`config.mk`:
```
export PLATFORM = sky130hd
export DESIGN_NAME = mem_port_arbiter
export DESIGN_NICKNAME = d
export VERILOG_FILES = /design/src/rtl/mem_arb_pkg.sv /design/src/rtl/sat_counter.sv /design/src/rtl/mem_port_arbiter.sv
export SDC_FILE = /design/constraint.sdc
export NUM_CORES = 1
export LEC_CHECK = 0
export CAP_MARGIN = 30
export CORE_AREA = 2 2 109 111
export CTS_BUF_LIST = sky130_fd_sc_hd__clkbuf_4
export CTS_CLUSTER_DIAMETER = 120
export DETAILED_ROUTE_END_ITERATION = 10
export DIE_AREA = 0 0 111 113
export PLACE_DENSITY = 0.7
export SETUP_SLACK_MARGIN = 0.1
export SKIP_CTS_REPAIR_TIMING = 1
export SYNTH_ARGS = -nofsm -noshare
export SYNTH_HDL_FRONTEND = slang
export SYNTH_HIERARCHICAL = 1
export SYNTH_SLANG_ARGS = --single-unit
```
`constraint.sdc`:
```
create_clock -name clk -period 1.8 [get_ports clk]
set_input_delay 0.36 -clock clk [delete_from_list [all_inputs] [get_ports clk]]
set_output_delay 0.36 -clock clk [all_outputs]
set_load 0.1 [all_outputs]
```
`src/rtl/mem_arb_pkg.sv`:
```
// Shared definitions for the unified-memory port arbiter: owner encoding and default widths.
// Also reused by the CPU controller, which decodes the same owner encoding.
package mem_arb_pkg;

   localparam int unsigned DEF_ADDR_W = 32;
   localparam int unsigned DEF_DATA_W = 32;
   localparam int unsigned DEF_CNT_W  = 16;

   // Which requester's access was issued to memory in the previous cycle
   typedef enum logic [1:0] {
      OWN_NONE = 2'b00,
      OWN_I    = 2'b01,
      OWN_D    = 2'b10
   } owner_e;

   typedef enum logic {
      GNT_I = 1'b0,
      GNT_D = 1'b1
   } grant_e;

endpackage

```
`src/rtl/sat_counter.sv`:
```
// Up-counter that sticks at all-ones instead of wrapping; asynchronous active-low clear.
module sat_counter #(
   parameter int unsigned WIDTH = 16
) (
   input  logic             clk_i,
   input  logic             rst_ni,
   input  logic             inc_i,
   output logic [WIDTH-1:0] count_o
);

   logic [WIDTH-1:0] cnt_q, cnt_d;

   always_comb begin
      cnt_d = cnt_q;
      if (inc_i && (cnt_q != {WIDTH{1'b1}})) begin
         cnt_d = cnt_q + WIDTH'(1);
      end
   end

   always_ff @(posedge clk_i or negedge rst_ni) begin
      if (!rst_ni) begin
         cnt_q <= '0;
      end else begin
         cnt_q <= cnt_d;
      end
   end

   assign count_o = cnt_q;

endmodule

```
`src/rtl/mem_port_arbiter.sv`:
```
// Round-robin arbiter sharing one memory port between the fetch (I) and load/store (D)
// requesters; one access per cycle, ack and read data one cycle after issue.
module mem_port_arbiter
   import mem_arb_pkg::*;
#(
   parameter int unsigned ADDR_W = DEF_ADDR_W,
   parameter int unsigned DATA_W = DEF_DATA_W,
   parameter int unsigned CNT_W  = DEF_CNT_W
) (
   input  logic              clk,
   input  logic              reset,
   input  logic              i_req,
   input  logic [ADDR_W-1:0] i_addr,
   output logic              i_ack,
   output logic [DATA_W-1:0] i_rdata,
   input  logic              d_req,
   input  logic              d_we,
   input  logic [ADDR_W-1:0] d_addr,
   input  logic [DATA_W-1:0] d_wdata,
   output logic              d_ack,
   output logic [DATA_W-1:0] d_rdata,
   output logic              mem_en,
   output logic              mem_we,
   output logic [ADDR_W-1:0] mem_addr,
   output logic [DATA_W-1:0] mem_wdata,
   input  logic [DATA_W-1:0] mem_rdata,
   output logic [CNT_W-1:0]  conflict_cnt
);

   owner_e owner_q, owner_d;
   grant_e last_grant_q, last_grant_d;
   logic   d_we_q, d_we_d;

   logic i_elig, d_elig, tie, grant_i, grant_d;

   // Gating with reset keeps the memory port quiet while reset is held, even with requests up
   always_comb begin
      i_elig  = reset & i_req & (owner_q != OWN_I);
      d_elig  = reset & d_req & (owner_q != OWN_D);
      tie     = i_elig & d_elig;
      grant_i = i_elig & (~d_elig | (last_grant_q == GNT_D));
      grant_d = d_elig & (~i_elig | (last_grant_q == GNT_I));
   end

   always_comb begin
      mem_en    = 1'b0;
      mem_we    = 1'b0;
      mem_addr  = '0;
      mem_wdata = '0;
      if (grant_i) begin
         mem_en   = 1'b1;
         mem_addr = i_addr;
      end else if (grant_d) begin
         mem_en    = 1'b1;
         mem_we    = d_we;
         mem_addr  = d_addr;
         mem_wdata = d_wdata;
      end
   end

   always_comb begin
      owner_d      = OWN_NONE;
      last_grant_d = last_grant_q;
      d_we_d       = 1'b0;
      if (grant_i) begin
         owner_d      = OWN_I;
         last_grant_d = GNT_I;
      end else if (grant_d) begin
         owner_d      = OWN_D;
         last_grant_d = GNT_D;
         d_we_d       = d_we;
      end
   end

   // last_grant resets to I so that D wins the first tie
   always_ff @(posedge clk or negedge reset) begin
      if (!reset) begin
         owner_q      <= OWN_NONE;
         last_grant_q <= GNT_I;
         d_we_q       <= 1'b0;
      end else begin
         owner_q      <= owner_d;
         last_grant_q <= last_grant_d;
         d_we_q       <= d_we_d;
      end
   end

   assign i_ack   = (owner_q == OWN_I);
   assign d_ack   = (owner_q == OWN_D);
   assign i_rdata = i_ack ? mem_rdata : '0;
   // A write ack carries no data; mem_rdata still holds whatever the last read returned
   assign d_rdata = (d_ack && !d_we_q) ? mem_rdata : '0;

   sat_counter #(
      .WIDTH (CNT_W)
   ) u_conflict_cnt (
      .clk_i   (clk),
      .rst_ni  (reset),
      .inc_i   (tie),
      .count_o (conflict_cnt)
   );

endmodule

```
* After elaboration in Yosys (flattened, before gate mapping)
Cells that the tools add are included.
Storage, ports and cells: register bits after elaboration 20, input bits 133, output and inout port bits 148, word-level logic and storage cells 40
Cells by class: $add $sub $neg 1, equal/unequal tests 5, mux-type cells 14, bitwise gates (word level) 12, reduce and logical (&&, ||, !) cells 4
Operators with widths (count):
- $mux W32 | 6
- $add A16 B1 Y16 const B | 1
- $ne A16 B16 Y1 const B | 1
- $and A1 B1 Y1 | 7
- $mux W1 | 6
- $mux W2 | 2
- $not A1 Y1 | 3
- $eq A2 B1 Y1 const B | 1
- $eq A2 B2 Y1 const B | 1
- $logic_and A1 B1 Y1 | 2
- $ne A2 B1 Y1 const B | 1
- $ne A2 B2 Y1 const B | 1
- $or A1 B1 Y1 | 2
- $reduce_bool A2 Y1 | 1
- $logic_not A1 Y1 | 1

* Logic depth before layout (Yosys ltp)
Gate-level depths: netlist (run 1).
depth in word-level cells 7, mapped depth 8

* Cells and area by module
Netlist (run 1), hierarchy kept.
Modules (own cells, without submodules):
- mem_port_arbiter | instances 1, cells an instance 245, area an instance 1704.1 um^2
- sat_counter | instances 1, cells an instance 77, area an instance 884.6 um^2

* Worst setup path before layout (run 1)
Ideal clock, no wire load.
kind input -> output, start point in d_req, end point out mem_addr[0], arrival time 3.152 ns, data required time 1.440 ns, slack -1.712 ns, stages on the path 3, path through nor2b_1 maj3_2 o32ai_1
On the way: word-level cells in the longest chain between the ends 6, elaborated cells on any way between the ends 8
RTL lines:
- from (decl) | RTL line mem_port_arbiter.sv:16 | input logic d_req,
- $and A1 B1 Y1 (*) (2 in a row) | RTL line mem_port_arbiter.sv:39 | d_elig = reset & d_req & (owner_q != OWN_D);
- $not A1 Y1 | RTL line mem_port_arbiter.sv:41 | grant_i = i_elig & (~d_elig | (last_grant_q == GNT_D));
- $or A1 B1 Y1 | RTL line mem_port_arbiter.sv:41
- $and A1 B1 Y1 | RTL line mem_port_arbiter.sv:41
- $mux W32 (*) | RTL line mem_port_arbiter.sv:50 | if (grant_i) begin
- to (decl) | RTL line mem_port_arbiter.sv:24 | output logic [ADDR_W-1:0] mem_addr,
Mark *: on every way between the ends. The rest lies on a longest branch, timed or not.

* Final worst setup path (run 1)
start point reg last_grant_q, end point out mem_addr[4]
On the way: word-level cells in the longest chain between the ends 5, elaborated cells on any way between the ends 7
RTL lines:
- from (decl) | RTL line mem_port_arbiter.sv:31 | grant_e last_grant_q, last_grant_d;
- from (signal assigned) | RTL line mem_port_arbiter.sv:83 | last_grant_q <= last_grant_d;
- $not A1 Y1 | RTL line mem_port_arbiter.sv:42 | grant_d = d_elig & (~i_elig | (last_grant_q == GNT_I));
- $or A1 B1 Y1 | RTL line mem_port_arbiter.sv:42
- $and A1 B1 Y1 | RTL line mem_port_arbiter.sv:42
- $mux W32 | RTL line mem_port_arbiter.sv:53 | end else if (grant_d) begin
- $mux W32 (*) | RTL line mem_port_arbiter.sv:50
Marks and branches as above.

==> results of run 1 <==
==> worst paths after layout <==
path	from	end	slack [ns]	cells past startpoint
min in group clk	u_conflict_cnt/count_o[0]	u_conflict_cnt/count_o[0]	0.56	1
setup reg to reg	owner_q[0]	u_conflict_cnt/count_o[15]	-0.20	9
hold / removal	reset	owner_q[0]	0.10	2
max in group asynchronous	reset	u_conflict_cnt/count_o[4]	1.43	2
setup / recovery	last_grant_q	mem_addr[4]	-0.47	5
hold reg to reg	u_conflict_cnt/count_o[0]	u_conflict_cnt/count_o[0]	0.56	1
==> power groups by stage <==
stage                     Sequential (mW)  Clock, mW  Combinational (mW)
after floorplan                     0.907          0                2.33
after global placement              0.629          0                4.13
after detailed placement            0.633          0                4.18
after CTS                           0.626      0.228                4.18
after global routing                0.646      0.246                4.62
final                               0.631      0.226                4.51
==> kinds of logic (layout without fill, tap and decap cells) <==
kind of cell	Yosys count	in the layout
AO/OA/AOI/OAI	51	51
XOR/XNOR	7	7
multiplexers	2	2
AND/OR/NAND/NOR	179	179
other	0	1
buffers and inverters	61	375
flip-flops	20	20
adder cells (fa/ha/maj)	2	2
==> state kept, by name, indices dropped and copies added (netlist names) <==
| name | cells |
|---|---|
| u_conflict_cnt/count_o | 16 |
| owner_q | 2 |
| d_we_q | 1 |
| last_grant_q | 1 |
==> routing by layer <==
layer | wire [um] | track usage [%]
met3 | 860 | 3.70
met2 | 8400 | 38.7
met4 | 282 | 4.08
met5 | 0 | 0
met1 | 5400 | 22.8
==> through the flow <==
step                      power, mW  util (%)
after detailed placement       4.81      71.7
after global routing           5.52      77.2
after CTS                      5.04      71.9
after global placement         4.75      71.7
after floorplan                3.23         -
final                          5.36      77.2
==> cell usage in the layout (no fill, tap or decap), types with 5 or more instances in the layout <==
| cell type | count |
|---|---|
| o32ai_4 | 32 |
| nor2_1 | 6 |
| nand4_1 | 9 |
| and2_4 | 65 |
| dfrtp_2 | 17 |
| clkdlybuf4s50_1 | 129 |
| xnor2_1 | 5 |
| buf_12 | 157 |
| inv_1 | 33 |
| and3_4 | 34 |
| clkbuf_16 | 11 |
| buf_4 | 20 |
| nand2_1 | 33 |
| buf_6 | 12 |
==> layout make-up <==
class / instances / share of cell area, %
multi-input cells: 241 / 31.3
diodes: 1 / 0.0287
flip-flops and latches: 20 / 5.99
inverters: 35 / 1.58
well taps: 143 / 2.06
clock buffers: 3 / 0.259
clock inverters: 1 / 0.0431
repair buffers: 336 / 58.8
==> summary.txt, run 1 <==
Yosys
  – Post-Synth Adder-Cell Area: less than 1%
  – Synth area leader: dfrtp_1
  – Synth warnings: 6
  – Share of flip-flops with an asynchronous set or reset: 100%
  – XOR/XNOR share of the synthesized area: about 2.4%
  – Most common cell in the netlist: and2_1
  – Netlist Area Pre-Place: about 0.0026 mm2
  – Synth cell count leaders: and2_1 (65), nand2_1 (38), and3_1 (35)
  – Avg Inst Size Synth: ~8 um2
  – #FFs+latches synth: 20
  – Largest cells by area after synthesis: dfrtp_1 (19%), o32ai_2 (18%), and2_1 (16%)
  – Cells after Synth: between 300 and 400
  – Mapped Nets: between 400 and 500
  – Sequential area share after synthesis: 19.3%
  – Number of synthesized flops with an enable pin: 0
  – Post-synth top flop: dfrtp_1
  – Distinct cells, synth: 41
  – Largest family of logic cells by synthesized area: simple AND/OR/NAND/NOR gates
  – Compound-Gate Fraction of Synth Area: 24.6%
  – Post-synthesis mux area share: ~1.2%
  – Synth Area in Simple Gates: between 40% and 50%
  – Post-synth top area share: between 10% and 20%

Worst setup path
  – Crit path max-delay family: adder cells
  – Worst-path cell chain: nor2b_4 -> maj3_4 -> buf_12 -> o32ai_4 -> buf_12
  – Max stage delay on crit path: 0.43 ns
  – Worst EP required: roughly 1.4 ns
  – CP Launch Type: flip-flop
  – Arrival time worst endpoint: roughly 1.9 ns
  – Kind of critical path: flip-flop to primary output
  – Element type at the critical path end: primary output
  – Critical path buffer and inverter count: 2
  – Slowest-stage cell, CP: maj3_4
  – Worst-path maximum fanout: 11
  – Crit path top cell by count: buf_12

Die
  – Die area: approximately 0.013 mm2
  – Die Width: about 110 um
  – Row count: 39
  – Die Y-Extent: ~110 um
  – Initial Util: 23.0%
  – Placeable Area: ~0.011 mm2
  – I/O pin count: between 200 and 300

Finish
  – Layout cells sized above 1: around 62%
  – Fin cells: between 700 and 800
  – Multi-input logic area: around 0.0027 mm2
  – Synth-to-Final Area Change: 236%
  – Fillcell total: between 700 and 800
  – Nets: ~770
  – Area occupied by registers: 522 um2
  – Final Cell Area: 0.00871 mm2

GRT
  – Number of global-route vias before repair: ~3700
  – Antenna violations before repair: 1
  – Largest net degree at the start of global routing: 35
  – GRT overflow: 0
  – First-pass GRT wire length: roughly 21000 um
  – Total track usage: roughly a fifth

Placed design
  – # port buffers: 280
  – Placed insts: between 700 and 800
  – Placed cell areas: just over 0.008 mm2
  – Placement Setup Slack: -0.648 ns
  – Placer Congestion: about 0.82
  – Post-DP HPWL: 11200 um

Timing
  – Setup violators final: ~140
  – RSZ-0062 raised after global routing: yes
  – Final Hold Fails: 0
  – Final Cycle Share: 126%
  – Clock skew: slightly below 0.008 ns
  – Final Max Slew Viols: 0
  – F_max: ~440 MHz
  – Final setup margin: -0.470 ns
  – Worst-Margin Slew: ~0.5 ns
  – Final min period: about 2.3 ns
  – Hold WS: ~0.10 ns
  – Setup TNS: -47.77 ns
  – Max_slew headroom: approximately two thirds

Routing
  – Via count: 3701
  – First DRT Iteration DRCs: approximately 130
  – DRC Markers: 0
  – Drt via density: about 4.7
  – DR pass1 iterations: 4
  – DR WL/cell: roughly 19 um
  – Final ANT Viol Nets: 0
  – Detailed Route WL: 14900 um

Pwr
  – PwrDens: between 600 and 700 mW/mm2
  – Int Pwr: between 2 and 2.5 mW
  – Combinational share of power: approximately 84%
  – Leakage: between 3 and 4 nW
  – Seq pwr share: between 10% and 20%
  – Sw power: a little under 3 mW
  – Switching Share: 53.8%
  – Peak VDD IR: ~1.0 mV
  – Clock share of power: under 10%

Clocking
  – CTS tree: built
  – Number of buffers created by CTS: 3
  – Clk_lat worst skew: about 0.31 ns
  – Root Buffer: clkbuf_4
  – Max clock buf depth: 2
  – Clk pin slew, worst setup/hold paths: 0.11 ns
  – H-tree depth: 1
  – Number of clock sinks: 20

Hold path
  – Hold Crit Class: input port to async pin

Outcome
  – Failing checks: negative setup slack
  – Status: complete, but fails checks

Run
  – Max Cap Viol: 0
No activity file was read; power rests on OpenSTA's default activity.
==> inputs of run 2 (changes only) <==
--- a/config.mk
+++ b/config.mk
@@ -11,7 +11,7 @@
 export CTS_CLUSTER_DIAMETER = 120
 export DETAILED_ROUTE_END_ITERATION = 10
 export DIE_AREA = 0 0 111 113
-export PLACE_DENSITY = 0.7
+export PLACE_DENSITY_LB_ADDON = 0.05
 export SETUP_SLACK_MARGIN = 0.1
 export SKIP_CTS_REPAIR_TIMING = 1
 export SYNTH_ARGS = -nofsm -noshare
==> summary.txt, run 2 (synthesis results as in run 1) <==
Outcome
  – Status: complete, but fails checks
  – Failing checks: negative setup slack

Timing
  – Setup TNS: -39.76 ns (+8.01 ns)
  – Setup violators final: 134 (-6.9%)
  – Final Hold Fails: 0 (unchanged)
  – Worst-Margin Slew: 0.469 ns (-0.0305 ns)
  – Final Max Slew Viols: 0 (unchanged)
  – Final setup margin: -0.460 ns (+0.0101 ns)
  – Final Cycle Share: 126% (-0.56 points)
  – Max_slew headroom: 68.6% (+2.1 points)
  – F_max: 442 MHz (+0.45%)
  – Final min period: 2.26 ns (-0.0101 ns)
  – RSZ-0062 raised after global routing: yes
  – Clock skew: 0.0152 ns (+0.00747 ns)

GRT
  – GRT overflow: 0 (unchanged)
  – Number of global-route vias before repair: 3799 (+2.0%)
  – Total track usage: 20.9% (+0.92 points)
  – First-pass GRT wire length: 21300 um (+3.0%)
  – Largest net degree at the start of global routing: 36 (+2.9%)
  – Antenna violations before repair: 1 (unchanged)

Run
  – Max Cap Viol: 0 (unchanged)

Clocking
  – Root Buffer: clkbuf_4
  – CTS tree: built
  – H-tree depth: 1 (unchanged)
  – Number of clock sinks: 20 (unchanged)
  – Clk_lat worst skew: 0.30 ns (about the same)
  – Clk pin slew, worst setup/hold paths: 0.12 ns (about the same)
  – Max clock buf depth: 2 (unchanged)
  – Number of buffers created by CTS: 3 (unchanged)

Finish
  – Synth-to-Final Area Change: 232%
  – Most frequent cells in the layout: buf_12 (157), clkdlybuf4s50_1 (129), and2_4 (62)
  – Layout cells sized above 1: 61.2% (-0.79 points)
  – Most common cell after layout, fill and taps aside: buf_12
  – Fin cells: 780 (unchanged)
  – Nets: 771 (unchanged)
  – Number of flip-flops in the largest register: 16 (unchanged)

Routing
  – DR pass1 iterations: 4 (unchanged)
  – Drt via density: 4.76 (+0.38%)
  – DRC Markers: 0 (unchanged)
  – DR WL/cell: 19.5 um (+1.7%)
  – First DRT Iteration DRCs: 139 (+4.5%)
  – Detailed Route WL: 15200 um (+1.7%)
  – Via count: 3715 (+0.38%)
  – Final ANT Viol Nets: 0 (unchanged)

Pwr
  – Total power: 5.25 mW (-2.1%)
  – PwrDens: 611 mW/mm2 (-0.75%)
  – Peak VDD IR: 0.622 mV (-40%)
  – Leakage: 3.48 nW (-0.62%)

Die
  – Die Width: 111 um (unchanged)
  – Placeable Area: 0.0113 mm2 (unchanged)
  – I/O pin count: 281 (unchanged)
  – Row count: 39 (unchanged)
  – Initial Util: 23.0% (unchanged)
  – Die Y-Extent: 113 um (unchanged)
  – Die area: 0.0125 mm2 (unchanged)

Placed design
  – Placed insts: 756 (+0.53%)
  – Post-DP HPWL: 11500 um (+2.6%)
  – Placer Congestion: 0.847 (+2.9%)
  – # port buffers: 280 (unchanged)
  – Placement Setup Slack: -0.646 ns (+0.00203 ns)

Worst setup path
  – Slowest-stage cell, CP: maj3_4
  – Crit path top cell by count: buf_12
  – Worst-path maximum fanout: 6 (-5)
  – Max stage delay on crit path: 0.42 ns (about the same)
  – Worst EP required: 1.44 ns (about the same)
  – Kind of critical path: flip-flop to primary output
  – Arrival time worst endpoint: 1.90 ns (about the same)
  – Element type at the critical path end: primary output
  – Worst-path cell chain: nor2b_4 -> maj3_4 -> buf_12 -> o32ai_4 -> buf_12
  – CP Launch Type: flip-flop

Hold path
  – Hold Crit Class: input port to async pin
==> run 2: changes by cell type in the layout (fill, tap and decap cells not counted), moves of 2 or more <==
cell       delta
and2_2        +3
clkbuf_16     -2
buf_6         -2
and2_4        -3
buf_4         +5
==> run 2: final timing paths <==
kind / from / to / slack (ns) / depth (start not counted)
worst min register to register: u_conflict_cnt/count_o[14] / u_conflict_cnt/count_o[14] / 0.57 / 1
min in group clk: u_conflict_cnt/count_o[14] / u_conflict_cnt/count_o[14] / 0.57 / 1
worst max register to register: owner_q[1] / u_conflict_cnt/count_o[15] / -0.11 / 9
worst min-delay path: reset / u_conflict_cnt/count_o[6] / 0.17 / 3
max in group asynchronous: reset / u_conflict_cnt/count_o[7] / 1.40 / 3
worst max-delay path: last_grant_q / mem_addr[4] / -0.46 / 5
==> run 2: cell type report <==
type                    count  area, um2
diodes                      1       2.50
clock buffers               3       22.5
clock inverters             1       3.75
fillers                   728       2680
inverters                  35        138
multi-input cells         241       2670
flip-flops and latches     20        520
well taps                 143        179
repair buffers            336       5050
==> run 2: layer usage <==
layer	track usage (%)	up-vias	routed length [um]
met4	4.92	0	244
li1	-	1757	-
met1	21.9	1773	5280
met5	0	-	0
met3	6.05	14	1120
met2	40.9	171	8550
==> run 2: worst max-delay path: cells and delay by family (launching register included) <==
family          cells  cell delay [ns]
compound gates      1             0.33
fa+ha+maj           1             0.42
buf+inv             2             0.40
flops               1             0.40
simple gates        1             0.05
==> run 2: stage by stage <==
stage	instance area (um2)	util, %	hold slack, ns
global placement	8090	71.8	0.534
finish	8590	76.2	0.171
detailed placement	8090	71.8	0.551
floorplan	3440	-	0.0644
CTS	8110	72.0	0.476
global route	8590	76.2	0.174
==> run 2: report_power, final <==
| part | switching [mW] | total (mW) | internal (mW) |
|---|---|---|---|
| combinational | 2.59 | 4.41 | 1.82 |
| sequential | 0.114 | 0.624 | 0.511 |
| clock | 0.136 | 0.217 | 0.0808 |
